==> src/rtl/alu2_issue_seq.sv <==
// Issue sequencer around a 10-in/6-out combinational ALU: buffers tagged operands, holds alu_pi for SETTLE_CYC cycles, captures alu_po.
// Optional capture counter (op_count) enabled by defining ALU2_SEQ_STATS_EN.

module alu2_seq_fifo #(
  parameter int W     = 8,
  parameter int DEPTH = 4
) (
  input  logic         clk,
  input  logic         rst,
  input  logic         push_i,
  input  logic         pop_i,
  input  logic [W-1:0] wdata_i,
  output logic [W-1:0] rdata_o,
  output logic         full_o,
  output logic         empty_o
);
  localparam int AW = $clog2(DEPTH);
  localparam logic [AW:0] PTR_ONE = {{AW{1'b0}}, 1'b1};

  logic [AW:0]  wr_q, rd_q;
  logic [W-1:0] mem_q [DEPTH];

  always_ff @(posedge clk) begin
    if (rst) begin
      wr_q <= '0;
      rd_q <= '0;
    end else begin
      if (push_i) wr_q <= wr_q + PTR_ONE;
      if (pop_i)  rd_q <= rd_q + PTR_ONE;
    end
  end

  always_ff @(posedge clk) begin
    if (push_i) mem_q[wr_q[AW-1:0]] <= wdata_i;
  end

  assign rdata_o = mem_q[rd_q[AW-1:0]];
  assign empty_o = (wr_q == rd_q);
  // Extra pointer bit distinguishes full from empty when the indices match.
  assign full_o  = (wr_q[AW] != rd_q[AW]) && (wr_q[AW-1:0] == rd_q[AW-1:0]);
endmodule

module alu2_issue_seq #(
  parameter int IN_DEPTH   = 4,
  parameter int OUT_DEPTH  = 4,
  parameter int SETTLE_CYC = 1,
  parameter int TAG_W      = 4
) (
  input  logic             clk,
  input  logic             rst,
  input  logic             in_valid,
  output logic             in_ready,
  input  logic [9:0]       in_data,
  input  logic [TAG_W-1:0] in_tag,
  output logic [9:0]       alu_pi,
  input  logic [5:0]       alu_po,
  output logic             out_valid,
  input  logic             out_ready,
  output logic [5:0]       out_data,
  output logic [TAG_W-1:0] out_tag
`ifdef ALU2_SEQ_STATS_EN
  ,
  output logic [15:0]      op_count
`endif
);
  typedef enum logic {IDLE, HOLD} state_t;

  state_t           state_q;
  logic [3:0]       cnt_q;
  logic [9:0]       alu_pi_q;
  logic [TAG_W-1:0] cur_tag_q;

  logic                  in_full, in_empty, in_push, in_pop;
  logic [TAG_W+9:0]      in_head;
  logic                  out_full, out_empty, out_push, out_pop;
  logic [TAG_W+5:0]      out_head;
  logic                  launch;

  assign in_ready = !in_full && !rst;
  assign in_push  = in_valid && in_ready;

  // Launch only if the result will have a slot; nothing else fills the
  // output FIFO while an op is held, so the capture can never overflow.
  assign launch   = (state_q == IDLE) && !in_empty && (!out_full || out_pop);
  assign in_pop   = launch;
  assign out_push = (state_q == HOLD) && (cnt_q == 4'd0);

  assign out_valid = !out_empty;
  assign out_pop   = out_valid && out_ready;
  assign out_data  = out_empty ? 6'd0 : out_head[5:0];
  assign out_tag   = out_empty ? '0 : out_head[TAG_W+5:6];
  assign alu_pi    = alu_pi_q;

  alu2_seq_fifo #(.W(TAG_W+10), .DEPTH(IN_DEPTH)) u_in_fifo (
    .clk     (clk),
    .rst     (rst),
    .push_i  (in_push),
    .pop_i   (in_pop),
    .wdata_i ({in_tag, in_data}),
    .rdata_o (in_head),
    .full_o  (in_full),
    .empty_o (in_empty)
  );

  alu2_seq_fifo #(.W(TAG_W+6), .DEPTH(OUT_DEPTH)) u_out_fifo (
    .clk     (clk),
    .rst     (rst),
    .push_i  (out_push),
    .pop_i   (out_pop),
    .wdata_i ({cur_tag_q, alu_po}),
    .rdata_o (out_head),
    .full_o  (out_full),
    .empty_o (out_empty)
  );

  always_ff @(posedge clk) begin
    if (rst) begin
      state_q   <= IDLE;
      cnt_q     <= 4'd0;
      alu_pi_q  <= 10'd0;
      cur_tag_q <= '0;
    end else begin
      case (state_q)
        IDLE: if (launch) begin
          state_q   <= HOLD;
          alu_pi_q  <= in_head[9:0];
          cur_tag_q <= in_head[TAG_W+9:10];
          cnt_q     <= 4'(SETTLE_CYC - 1);
        end
        HOLD: begin
          if (cnt_q == 4'd0) state_q <= IDLE;
          else               cnt_q   <= cnt_q - 4'd1;
        end
        default: state_q <= IDLE;
      endcase
    end
  end

`ifdef ALU2_SEQ_STATS_EN
  logic [15:0] op_count_q, op_count_d;

  always_comb begin
    op_count_d = op_count_q;
    if (out_push && (op_count_q != 16'hFFFF)) op_count_d = op_count_q + 16'd1;
  end

  always_ff @(posedge clk) begin
    if (rst) op_count_q <= 16'd0;
    else     op_count_q <= op_count_d;
  end

  assign op_count = op_count_q;
`endif
endmodule
==> config.mk <==
export PLATFORM = sky130hd
export DESIGN_NAME = alu2_issue_seq
export DESIGN_NICKNAME = d
export VERILOG_FILES = /design/src/rtl/alu2_issue_seq.sv
export SDC_FILE = /design/constraint.sdc
export NUM_CORES = 1
export LEC_CHECK = 0
export ABC_CLOCK_PERIOD_IN_PS = 1930
export CORE_ASPECT_RATIO = 1.4
export CORE_MARGIN = 3
export CORE_UTILIZATION = 35
export DETAILED_ROUTE_END_ITERATION = 8
export SLEW_MARGIN = 20
export SYNTH_ARGS = -nofsm -noshare
export SYNTH_HDL_FRONTEND = slang
export SYNTH_SLANG_ARGS = --single-unit
==> constraint.sdc <==
create_clock -name clk -period 1.93 [get_ports clk]
set_clock_uncertainty 0.05 [all_clocks]
set_input_delay 0.386 -clock clk [delete_from_list [all_inputs] [get_ports clk]]
set_output_delay 0.386 -clock clk [all_outputs]
set_load 0.005 [all_outputs]
==> flow_metrics.tcl, run 1 <==
set metrics [dict create \
    hold_start "cnt_q[0]" \
    cts_tree "yes" \
    crit_type "register to primary output" \
    cts-root-buf "clkbuf_16" \
    routed_via_density 4.97 \
    utilization_pct 48.4 \
    syn_inst 323 \
    synth_nets 358 \
    p_per_area_mw_per_mm2 1390 \
    maxSlewViolCount 0 \
    multi_input_area_mm2 0.00162 \
    numCtsBuffers 17 \
    p_seq_share_pct 36.3 \
    finalSetupViolations 10 \
    grt_first_pass_wirelength_mm 16.5 \
    netlist_top_cells_count "96 x edfxtp_1, 33 x dfxtp_1, 24 x mux4_2, 19 x a21oi_1, 18 x o31ai_1" \
    crit_path_top_delay_cell "mux4_2" \
    synth_top_cell_by_area "edfxtp_1" \
    synth_most_common_cell "edfxtp_1" \
    htree_levels 4 \
    io_pins 46 \
    grt_antenna_before_repair 0 \
    cts.reportedPaths.clkPinSlew_ps 60 \
    pre_cts_slack_ps -162 \
    slew_headroom_pct 72.5 \
    worst_slack_ps -213 \
    grt_start_max_net_pins 31 \
    hold_viol 0 \
    synth.distinct_cells 40 \
    critPathBufInv 3 \
    synthFlopType "edfxtp_1" \
    p_comb_share_pct 31.3 \
    path_cells "buf_6 -> buf_6 -> mux4_2 -> nor2b_4 -> buf_2" \
    layout.nets 456 \
    cts_buffer_depth 2 \
    end_kind "primary output" \
    syn_avg_cell_area_um2 16.1 \
    routabilityCongestion 0.731 \
    ys_ff_latch 129 \
    async_flop_share_pct 0 \
    die_area_mm2 0.0164 \
    drive_gt1_share_pct 34.1 \
    required_ps 1490 \
    remaining_drc_errors 0 \
    vdd_drop_max_uv 716 \
    first_global_vias 3294 \
    synth-edff-count 96 \
    num_vias 3095 \
    outcome "complete, but fails checks" \
    syn_to_final_growth_pct 34.7 \
    dpl.hpwl_mm 6.72 \
    finalWorstPathRequiredPeriod_ps 2140 \
    yosys_warnings 0 \
    numPortBuffers 45 \
    reg2reg_from "u_out_fifo.wr_q[1]" \
    initial_core_util_pct 35.9 \
    rsz0062_at_grt "true" \
    num-fill-cells 1233 \
    arrival_ps 1710 \
    cap_violations 0 \
    core_mm2 0.0145 \
    wl_mm 10.2 \
    yosys.area.top_type_share_pct 55.3 \
    fp.dieW_um 109 \
    switching_share_pct 28.0 \
    min-delay-path-class "register to register" \
    dr.pass1.iters 4 \
    violations "negative setup slack" \
    cts.sinks 129 \
    leakagePower_uw 0.00250 \
    critPathMaxFanout 3 \
    wl_per_cell_um 16.4 \
    synth_area_mm2 0.00521 \
    drt_iter0_markers 139 \
    ys_seq_area_share_pct 68.0 \
    clk_latency_ps 400 \
    num_rows 52 \
    critPathLaunchType "register" \
    grt.overflow.total 0 \
    diodes 0 \
    die-height_um 150 \
    worstMarginPinSlew_ps 409 \
    finalPower_uw 9780 \
    synthTopCellsByArea "edfxtp_1 55%, dfxtp_1 13%, mux4_2 10%" \
    fin_crit_sh_pct 111 \
    p_sw_uw 2740 \
    crit_family "multiplexers" \
    ant_nets 0 \
    regArea_mm2 0.00355 \
    track_usage_pct 13.5 \
    max_freq_mhz 467 \
    internal_power_uw 7040 \
    fin_tns_setup_ps -1900 \
    crit_path_max_incr_delay_ps 490 \
    crit_top_cell "buf_6" \
    pwr-share-clk_pct 32.4 \
]
cell families after synthesis:
logic type               synth area share [%]
flip-flops                               68.0
AND/OR/NAND/NOR                          7.23
AO/OA/AOI/OAI                            6.17
buffers and inverters                    2.93
multiplexers                             11.0
XOR/XNOR                                 2.02
adder cells (fa/ha/maj)                  2.64
what timing repair did:
| item | CTS | global route |
|---|---|---|
| pin swaps | 4 | 2 |
| resized for setup | 67 | 8 |
| setup buffers | 15 | 3 |
| endpoints found under the setup margin | 12 | 13 |
| hold buffers | 0 | 0 |
power groups by stage:
stage / clock network, uW / logic (uW) / registers [uW]
final: 3170 / 3060 / 3550
after global routing: 3370 / 3340 / 3590
after CTS: 3230 / 3010 / 3560
after detailed placement: 0 / 2750 / 3600
after global placement: 0 / 2720 / 3590
after floorplan: 0 / 1500 / 3570
flip-flops by register name, indices dropped and copies added (netlist names), 4 cells and up, named ones only:
register / flops
cur_tag_q: 4
u_in_fifo.mem_q: 56
alu_pi: 10
cnt_q: 4
u_out_fifo.mem_q: 40
per-layer routing:
metal	GRT usage (%)	routed length, um	share of wire (%)
met5	0	0	0
met4	6.25	280	2.7
met3	3.86	452	4.4
met2	23.5	5420	53
met1	15.0	4050	40
path summary, 6_finish.rpt:
kind / endpoint / slack, ps / cells past startpoint
setup / recovery: out_tag[1] / -210 / 5
hold / removal: cnt_q[0] / 410 / 1
setup reg to reg: u_in_fifo.rd_q[2] / 70 / 5
hold reg to reg: cnt_q[0] / 410 / 1
area by class of cell:
| class | instances | share of cell area [%] |
|---|---|---|
| sequential | 129 | 50.6 |
| timing repair buffer | 100 | 13.9 |
| inverter | 11 | 0.588 |
| multi-input combinational | 162 | 23.1 |
| clock inverter | 15 | 2.39 |
| tap | 189 | 3.37 |
| clock buffer | 17 | 6.06 |
metrics by stage:
| stage | area [um2] | cells | hold slack, ps |
|---|---|---|---|
| 6_report | 7020 | 623 | 411 |
| 5_1_grt | 7020 | 623 | 439 |
| 4_1_cts | 6950 | 620 | 411 |
| 3_5_place_dp | 6200 | 573 | 403 |
| 3_3_place_gp | 6200 | 573 | 394 |
| 2_1_floorplan | 5220 | 323 | 377 |
layout by cell type, fill, tap and decap left out, drive strengths merged, types with 2 or more instances in the layout:
| cell | Yosys | layout |
|---|---|---|
| dfxtp | 33 | 33 |
| clkinvlp | 0 | 5 |
| and2 | 4 | 4 |
| o21ai | 3 | 3 |
| bufinv | 0 | 3 |
| nor2 | 10 | 10 |
| and3 | 5 | 5 |
| clkinv | 0 | 6 |
| mux4 | 24 | 24 |
| xnor2 | 6 | 6 |
| nand4 | 15 | 15 |
| clkdlybuf4s50 | 0 | 33 |
| inv | 11 | 12 |
| or4 | 2 | 2 |
| xor2 | 6 | 6 |
| a311oi | 2 | 2 |
| o31ai | 18 | 18 |
| ha | 11 | 11 |
| clkbuf | 10 | 17 |
| nand2 | 4 | 4 |
| mux2i | 2 | 2 |
| buf | 11 | 66 |
| a31oi | 4 | 4 |
| nor2b | 11 | 11 |
| a21oi | 19 | 19 |
| or3 | 2 | 2 |
| edfxtp | 96 | 96 |
| nor3 | 2 | 2 |
Power figures use the tool's default switching activity.
==> run 2, diff against run 1 <==
CAP_MARGIN = 20   (was default)
PLACE_DENSITY = 0.58   (was default)
==> flow_metrics.tcl, run 2 (synthesized netlist as in run 1, its figures left out) <==
set metrics [dict create \
    largest_register_ffs 56 \
    final_cell_mix "96 x edfxtp_1, 33 x clkdlybuf4s50_1, 32 x buf_4" \
    min-delay-path-class "register to register" \
    io_pins 46 \
    critPathLaunchType "register" \
    slew_headroom_pct 69.2 \
    track_usage_pct 13.5 \
    wl_per_cell_um 16.6 \
    num_rows 52 \
    leakagePower_uw 0.00248 \
    die-height_um 150 \
    rsz0062_at_grt "true" \
    remaining_drc_errors 0 \
    r2r_slack_ps 50 \
    fin_crit_sh_pct 112 \
    utilization_pct 48.2 \
    rr_worst_depth 5 \
    grt_antenna_before_repair 0 \
    stdcell_count 619 \
    die_area_mm2 0.0164 \
    numPortBuffers 45 \
    worst_slack_ps -230 \
    initial_core_util_pct 35.9 \
    cts.sinks 129 \
    finalWorstPathRequiredPeriod_ps 2160 \
    htree_levels 4 \
    cts-root-buf "clkbuf_16" \
    clk_latency_ps 410 \
    dp.cells 572 \
    grt_first_pass_wirelength_mm 16.6 \
    cap_violations 0 \
    dpl.hpwl_mm 6.80 \
    vdd_drop_max_uv 661 \
    diodes 0 \
    arrival_ps 1720 \
    worstMarginPinSlew_ps 459 \
    hold_end "cnt_q[0]" \
    fp.dieW_um 109 \
    hold_start "cnt_q[0]" \
    layout.nets 452 \
    routed_via_density 4.97 \
    core_mm2 0.0145 \
    critPathMaxFanout 6 \
    first_global_vias 3303 \
    finalSetupViolations 10 \
    dr.pass1.iters 4 \
    hold-path-cell-count 1 \
    hold_viol 0 \
    layout_commonest_cell "edfxtp_1" \
    end_kind "primary output" \
    violations "negative setup slack" \
    routabilityCongestion 0.736 \
    numCtsBuffers 17 \
    num_vias 3075 \
    finalPower_uw 9680 \
    grt.overflow.total 0 \
    drive_gt1_share_pct 33.3 \
    cts_tree "yes" \
    syn_to_final_growth_pct 34.1 \
    p_per_area_mw_per_mm2 1380 \
    ant_nets 0 \
    drt_iter0_markers 137 \
    outcome "complete, but fails checks" \
    required_ps 1490 \
    regToRegEndpoint "u_in_fifo.rd_q[2]" \
    cts.reportedPaths.clkPinSlew_ps 50 \
    grt_start_max_net_pins 31 \
    max_freq_mhz 463 \
    cts_buffer_depth 2 \
    wl_mm 10.3 \
    reg2reg_from "u_out_fifo.rd_q[1]" \
    crit_type "register to primary output" \
    maxSlewViolCount 0 \
]
## run 2: cell types whose count changed in the layout (fill, tap and decap cells not counted), moves of 2 or more
cell        previous run  this run
clkbuf_1               0         3
buf_6                  6         8
clkinvlp_4             5         3
buf_4                 37        32
clkinv_2               3         5
## run 2: cell type report
cell class | count | area, um2
clock buffers | 20 | 437
inverters | 11 | 41.3
fillers | 1228 | 7520
repair buffers | 96 | 940
flip-flops and latches | 129 | 3550
multi-input cells | 162 | 1640
well taps | 189 | 236
clock inverters | 12 | 141
## run 2: how the worst max path moves through the flow
stage	endpoint	cells after the start	slack [ps]	startpoint
detailed placement	in_ready	3	-170	rst
floorplan	u_out_fifo.mem_q[3][0]	4	80	cnt_q[0]
global placement	in_ready	3	-160	rst
finish	out_data[0]	5	-230	register
CTS	out_data[2]	5	-260	register
global route	out_data[0]	5	-290	register
## run 2: per-layer routing
layer | vias to the layer above | routed length [um] | track usage [%]
met5 | - | 0 | 0
li1 | 1451 | - | -
met4 | 0 | 261 | 6.38
met2 | 65 | 5420 | 23.9
met1 | 1538 | 4200 | 14.7
met3 | 21 | 376 | 3.86
## run 2: what timing repair did
action                     4_1_cts  5_1_grt
setup buffers                   10        5
pin swaps                        4        3
setup endpoints to repair       12       12
hold buffers                     0        0
gates resized for setup         67        9
## run 2: power by group
group | switching (uW) | total, uW | internal (uW)
Clock | 1100 | 3110 | 2010
Combinational | 1380 | 2970 | 1580
Sequential | 219 | 3600 | 3380
Total | 2700 | 9680 | 6970
## run 2: worst max-delay path, stage by stage, from the launching register on
cell	delay, ps
dfxtp_2	360
buf_8	130
buf_4	110
mux4_2	470
nor2b_1	140
buf_2	120
## run 2: per-stage QoR
step	TNS (ps)	hold WS [ps]	setup slack (ps)	instance area [um2]
CTS	-2130	413	-257	6910
detailed placement	-8980	405	-175	6200
global placement	-8630	398	-164	6200
global route	-2670	439	-288	6990
floorplan	0	377	77.8	5220
finish	-2130	411	-230	6990
